===== src/rtl/pe_multimode.sv =====
// pe_multimode: systolic PE running weight-stationary (WS) or output-stationary (OS) with a south drain chain.
// Optional macro PE_SATURATE_EN: saturating ACC_W adds and a sticky overflow flag (otherwise wrap, flag stays 0).
module pe_multimode #(
  parameter int DATA_W = 8,
  parameter int ACC_W  = 32
) (
  input  logic              clk,
  input  logic              rst,
  input  logic              pe_mode_in,
  input  logic [DATA_W-1:0] pe_input_in,
  input  logic              pe_valid_in,
  input  logic              pe_switch_in,
  input  logic [DATA_W-1:0] pe_weight_in,
  input  logic              pe_valid_w_in,
  input  logic [ACC_W-1:0]  pe_psum_in,
  input  logic              pe_psum_valid_in,
  input  logic              pe_drain_in,
  output logic [DATA_W-1:0] pe_input_out,
  output logic              pe_valid_out,
  output logic              pe_switch_out,
  output logic [DATA_W-1:0] pe_weight_out,
  output logic              pe_valid_w_out,
  output logic [ACC_W-1:0]  pe_psum_out,
  output logic              pe_psum_valid_out,
  output logic              pe_drain_out,
  output logic              pe_err_out,
  output logic              pe_ovf_out
);

  localparam int PW = 2 * DATA_W;

  // ST_WS: psum flows south | ST_OS_ACC: accumulate locally | ST_OS_DRAIN: forwarding a drain wave
  typedef enum logic [1:0] {
    ST_WS       = 2'd0,
    ST_OS_ACC   = 2'd1,
    ST_OS_DRAIN = 2'd2
  } state_t;

  state_t                   r_state, w_state_nxt;
  logic signed [DATA_W-1:0] r_shadow, r_active, w_shadow_nxt, w_active_nxt;
  logic signed [ACC_W-1:0]  r_acc, w_acc_nxt, r_psum, w_psum_nxt;
  logic                     r_psum_v, w_psum_v_nxt;
  logic                     r_err, w_err_set, r_ovf, w_ovf_set;
  logic [DATA_W-1:0]        r_input_out, r_weight_out;
  logic                     r_valid_out, r_switch_out, r_valid_w_out, r_drain_out;

  logic signed [PW-1:0]     w_prod_ws, w_prod_os;
  logic signed [ACC_W-1:0]  w_prod_ws_ext, w_prod_os_ext;
  logic [ACC_W:0]           w_ws_sum, w_os_sum;
  logic                     w_mac;

  // Returns {overflow_event, sum}; overflow is only reported when saturating.
  function automatic logic [ACC_W:0] f_add(input logic signed [ACC_W-1:0] a,
                                           input logic signed [ACC_W-1:0] b);
    logic signed [ACC_W-1:0] s;
    s = a + b;
`ifdef PE_SATURATE_EN
    if ((a[ACC_W-1] == b[ACC_W-1]) && (s[ACC_W-1] != a[ACC_W-1])) begin
      return {1'b1, a[ACC_W-1] ? {1'b1, {(ACC_W-1){1'b0}}} : {1'b0, {(ACC_W-1){1'b1}}}};
    end
    return {1'b0, s};
`else
    return {1'b0, s};
`endif
  endfunction

  assign w_prod_ws     = PW'($signed(pe_input_in)) * PW'(r_active);
  assign w_prod_os     = PW'($signed(pe_input_in)) * PW'($signed(pe_weight_in));
  assign w_prod_ws_ext = ACC_W'(w_prod_ws);
  assign w_prod_os_ext = ACC_W'(w_prod_os);
  assign w_ws_sum      = f_add($signed(pe_psum_in), w_prod_ws_ext);
  assign w_os_sum      = f_add(r_acc, w_prod_os_ext);
  assign w_mac         = pe_valid_in && pe_valid_w_in;

  always_comb begin
    w_state_nxt  = r_state;
    w_acc_nxt    = r_acc;
    w_shadow_nxt = r_shadow;
    w_active_nxt = r_active;
    w_psum_nxt   = '0;
    w_psum_v_nxt = 1'b0;
    w_err_set    = 1'b0;
    w_ovf_set    = 1'b0;
    case (r_state)
      ST_WS: begin
        if (pe_mode_in) begin
          w_state_nxt = ST_OS_ACC;
          w_acc_nxt   = '0;
        end else begin
          if (pe_valid_w_in) w_shadow_nxt = pe_weight_in;
          if (pe_switch_in)  w_active_nxt = r_shadow;
          if (pe_valid_in) begin
            w_psum_nxt   = w_ws_sum[ACC_W-1:0];
            w_psum_v_nxt = 1'b1;
            w_ovf_set    = w_ws_sum[ACC_W];
          end
        end
      end
      ST_OS_ACC: begin
        if (!pe_mode_in) begin
          w_state_nxt = ST_WS;
          w_acc_nxt   = '0;
        end else if (pe_drain_in) begin
          // A colliding upstream psum is dropped in favour of our own result.
          w_psum_nxt   = w_mac ? w_os_sum[ACC_W-1:0] : r_acc;
          w_ovf_set    = w_mac && w_os_sum[ACC_W];
          w_psum_v_nxt = 1'b1;
          w_acc_nxt    = '0;
          w_err_set    = pe_psum_valid_in;
          w_state_nxt  = ST_OS_DRAIN;
        end else begin
          if (w_mac) begin
            w_acc_nxt = w_os_sum[ACC_W-1:0];
            w_ovf_set = w_os_sum[ACC_W];
          end
          w_psum_nxt   = pe_psum_valid_in ? $signed(pe_psum_in) : '0;
          w_psum_v_nxt = pe_psum_valid_in;
        end
      end
      ST_OS_DRAIN: begin
        if (w_mac) begin
          w_acc_nxt = w_os_sum[ACC_W-1:0];
          w_ovf_set = w_os_sum[ACC_W];
        end
        w_psum_nxt   = pe_psum_valid_in ? $signed(pe_psum_in) : '0;
        w_psum_v_nxt = pe_psum_valid_in;
        if (!pe_psum_valid_in) w_state_nxt = ST_OS_ACC;
      end
      default: w_state_nxt = ST_WS;
    endcase
  end

  always_ff @(posedge clk or posedge rst) begin
    if (rst) begin
      r_state       <= ST_WS;
      r_acc         <= '0;
      r_shadow      <= '0;
      r_active      <= '0;
      r_psum        <= '0;
      r_psum_v      <= 1'b0;
      r_err         <= 1'b0;
      r_ovf         <= 1'b0;
      r_input_out   <= '0;
      r_valid_out   <= 1'b0;
      r_switch_out  <= 1'b0;
      r_weight_out  <= '0;
      r_valid_w_out <= 1'b0;
      r_drain_out   <= 1'b0;
    end else begin
      r_state       <= w_state_nxt;
      r_acc         <= w_acc_nxt;
      r_shadow      <= w_shadow_nxt;
      r_active      <= w_active_nxt;
      r_psum        <= w_psum_nxt;
      r_psum_v      <= w_psum_v_nxt;
      r_err         <= r_err | w_err_set;
      r_ovf         <= r_ovf | w_ovf_set;
      r_input_out   <= pe_valid_in ? pe_input_in : '0;
      r_valid_out   <= pe_valid_in;
      r_switch_out  <= pe_switch_in;
      if (pe_valid_w_in) r_weight_out <= pe_weight_in;
      r_valid_w_out <= pe_valid_w_in;
      r_drain_out   <= pe_drain_in;
    end
  end

  assign pe_input_out      = r_input_out;
  assign pe_valid_out      = r_valid_out;
  assign pe_switch_out     = r_switch_out;
  assign pe_weight_out     = r_weight_out;
  assign pe_valid_w_out    = r_valid_w_out;
  assign pe_psum_out       = r_psum;
  assign pe_psum_valid_out = r_psum_v;
  assign pe_drain_out      = r_drain_out;
  assign pe_err_out        = r_err;
  assign pe_ovf_out        = r_ovf;

endmodule


===== config.mk =====
export PLATFORM = sky130hd
export DESIGN_NAME = pe_multimode
export DESIGN_NICKNAME = d
export VERILOG_FILES = /design/src/rtl/pe_multimode.sv
export SDC_FILE = /design/constraint.sdc
export NUM_CORES = 1
export LEC_CHECK = 0
export ABC_CLOCK_PERIOD_IN_PS = 8700
export BUFFER_PORTS_ARGS = -buffer_cell sky130_fd_sc_hd__buf_2
export CAP_MARGIN = 25
export CORE_ASPECT_RATIO = 2
export CORE_UTILIZATION = 53
export CTS_CLUSTER_SIZE = 14
export DETAILED_ROUTE_END_ITERATION = 6
export PLACE_DENSITY = 0.73
export SETUP_SLACK_MARGIN = 0.3
export SKIP_CTS_REPAIR_TIMING = 1
export SYNTH_ARGS = -nofsm -noshare
export SYNTH_HDL_FRONTEND = slang
export SYNTH_SLANG_ARGS = --single-unit

===== constraint.sdc =====
create_clock -name clk -period 8.7 [get_ports clk]
set_input_delay 1.305 -clock clk [delete_from_list [all_inputs] [get_ports clk]]
set_output_delay 1.305 -clock clk [all_outputs]
set_load 0.05 [all_outputs]

==> impl_metrics.sql <==
INSERT INTO impl_metrics (metric_group, metric, value, unit) VALUES
('global_routing', 'first_pass_grt_wire_length', '67600', 'um'),
('worst_hold_path', 'min-delay-start', 'pe_err_out', ''),
('worst_hold_path', 'holdCritPathClass', 'reg2reg', ''),
('cts', 'tritoncts', 'built', ''),
('global_routing', 'groute.layer.met1.usage', '31.3', '%'),
('yosys', 'synthesis.nets', '2048', ''),
('critical_path', 'end_kind', 'register', ''),
('layout', 'regArea', '0.00260', 'mm^2'),
('critical_path', 'cp.arrival', '7.43', 'ns'),
('timing', 'finalSetupViolations', '0', ''),
('critical_path', 'cpPeakStageDelay', '1.20', 'ns'),
('yosys', 'synth.avg_cell_area', '9.98', 'um^2'),
('critical_path', 'crit_chain', 'buf_2 -> nand2_1 -> fa_1 -> fa_1 -> inv_1 -> fa_1 -> fa_1 -> ha_1 -> ha_1 -> nand3_1 -> or4_1 -> a21o_1 -> a211oi_1 -> o41ai_1 -> mux2i_1 -> nand2_1', ''),
('run', 'max_cap_viol_count', '0', ''),
('timing', 'fin_setup_tns', '0', 'ns'),
('status', 'outcome', 'finished, final reports clean', ''),
('global_routing', 'gr-usage-met2', '54.9', '%'),
('floorplanning', 'die_w', '124', 'um'),
('routing', 'ant_nets', '0', ''),
('place', 'dp_hpwl', '34500', 'um'),
('cts', 'htree_num_levels', '3', ''),
('routing', 'drtPass1Iterations', '5', ''),
('routing', 'viasPerCell', '5.87', ''),
('routing', 'route.detailed.wl_per_inst', '20.8', 'um'),
('floorplanning', 'die_h', '246', 'um'),
('routing', 'routed_wirelength', '42100', 'um'),
('timing', 'fmax', '140', 'MHz'),
('floorplanning', 'num_rows', '88', ''),
('yosys', 'asyncSetResetFlopFracSynth', '100', '%'),
('floorplanning', 'core-area', '0.0290', 'mm^2'),
('timing', 'post-route-min-period', '7.17', 'ns'),
('timing', 'finalCritPeriodShare', '82.4', '%'),
('cts', 'numClockSinks', '104', ''),
('timing', 'count_of_final_max_slew_check_failures', '0', ''),
('layout', 'drive_above_1_share', '11.7', '%'),
('cts', 'clockRootBuffer', 'clkbuf_16', ''),
('yosys', 'ys_warn_count', '0', ''),
('routing', 'vias', '11900', ''),
('layout', 'layout.cells.most_common', 'inv_1', ''),
('timing', 'report.final.hold_viol_count', '0', ''),
('layout', 'layout_common_cells', '280 x inv_1, 272 x fa_1, 145 x ha_1', ''),
('floorplanning', 'initial_core_util', '54.3', '%'),
('cts', 'cts-buffers-inserted', '9', ''),
('global_routing', 'grt_usage', '30.0', '%'),
('timing', 'tightest_pin_transition', '0.947', 'ns'),
('yosys', 'netlist_area', '0.0157', 'mm^2'),
('critical_path', 'timing.critical_path.mode_cell', 'fa_1', ''),
('global_routing', 'grt_overflow', '0', ''),
('routing', 'initialDrtViolationCount', '534', ''),
('cts', 'cts.reportedPaths.clkPinSlew', '0.08', 'ns'),
('layout', 'num_antenna_cells', '0', ''),
('critical_path', 'critical_path.max_fanout', '17', ''),
('timing', 'worst_slew_margin_rel', '36.8', '%'),
('critical_path', 'critical_setup_path_class', 'in2reg', ''),
('timing', 'finalClockSkew', '0.0135', 'ns'),
('yosys', 'synth_seq_cells', '104', ''),
('yosys', 'number_of_enable_type_register_cells_in_the_synthesized_netlist', '0', ''),
('critical_path', 'crit_slowest_cell', 'fa_1', ''),
('yosys', 'synthCells', '1575', ''),
('yosys', 'post_synth_num_cell_types', '84', ''),
('global_routing', 'number_of_antenna_violations_at_the_first_check_in_global_routing', '0', ''),
('cts', 'insertion_delay', '0.38', 'ns'),
('yosys', 'synth_flop_cell', 'dfrtp_1', ''),
('layout', 'fin_nets', '2134', ''),
('routing', 'number_of_design_rule_violations_left_after_detail_routing', '0', ''),
('critical_path', 'worst-path-buf-inv', '2', ''),
('yosys', 'yosysSeqAreaShare', '16.6', '%'),
('place', 'gp_routability_congestion', '0.949', ''),
('cts', 'clk_buf_depth', '2', ''),
('critical_path', 'element_type_at_the_critical_path_start', 'primary input', ''),
('floorplanning', 'dieArea', '0.0304', 'mm^2');
## cells by family after synthesis
kind of cell               Yosys count  synth area share, %
adders and majority gates          417                 46.2
and+or+nand+nor                    350                 11.0
other                                1               0.0239
DFF                                104                 16.6
AOI/OAI and AO/OA                  285                 12.7
xor gates and xnor gates            53                 2.95
muxes                               35                 2.43
buffers and inverters              330                 8.19
## layer usage
layer / vias to the layer above / routed length [um]
met5: - / 0
met4: 0 / 3530
met3: 149 / 1250
met2: 370 / 23100
met1: 6089 / 14200
li1: 5289 / -
## sequential cells by signal, summed over array words and instances (netlist names), 2 cells and up
name and count:
pe_psum_out 32, r_acc 32, pe_input_out 8, pe_weight_out 8
r_active 8, r_shadow 8, r_state 2
## layout make-up
| type | instances | share of cell area [%] |
|---|---|---|
| Clock buffer | 9 | 1.33 |
| Clock inverter | 7 | 0.472 |
| Inverter | 282 | 6.25 |
| Multi-Input combinational cell | 1141 | 69.7 |
| Sequential cell | 104 | 15.3 |
| Tap cell | 360 | 2.65 |
| Timing Repair Buffer | 123 | 4.30 |
## stage by stage
step           instance area, um^2  util (%)  setup slack, ns  std cells  hold WS [ns]
2_1_floorplan                15700         -             1.53       1575         0.446
3_3_place_gp                 16600      57.2             1.35       2006         0.442
3_5_place_dp                 16600      57.3             1.19       2007         0.448
4_1_cts                      16900      58.3             1.58       2023         0.468
5_1_grt                      17000      58.6             1.26       2026         0.494
6_report                     17000      58.6             1.53       2026         0.474
## final timing paths
check | cells past startpoint | to | slack (ns)
min | 1 | pe_err_out | 0.47
max | 16 | pe_psum_out[29] | 1.53
min reg2reg | 1 | pe_err_out | 0.47
max in group asynchronous | 4 | pe_psum_out[23] | 6.84
min in group asynchronous | 2 | pe_switch_out | 0.94
max reg2reg | 15 | pe_psum_out[29] | 2.31
## Yosys cell counts, types with 7 or more instances
library cell	count	share of area [%]
nor2_1	52	1.2
xor2_1	14	0.78
nor2b_1	8	0.32
o21ai_0	38	1.2
a22oi_1	10	0.48
nand3_1	15	0.48
a22o_1	26	1.4
o21bai_1	9	0.43
a21o_1	29	1.4
clkbuf_1	38	0.91
a21oi_1	75	2.4
and2_1	79	3.1
ha_1	145	12
and3_1	7	0.28
a211oi_1	8	0.38
a31oi_1	10	0.40
o221ai_1	7	0.39
nand2_1	135	3.2
dfrtp_1	104	17
mux2i_1	10	0.64
mux2_2	25	1.8
xnor2_1	39	2.2
nor3_1	12	0.38
fa_1	272	35
inv_1	281	6.7
Power is left out: the tool's default activity adds up to more than one toggle a clock period on the data nets, which glitch-free logic cannot reach.
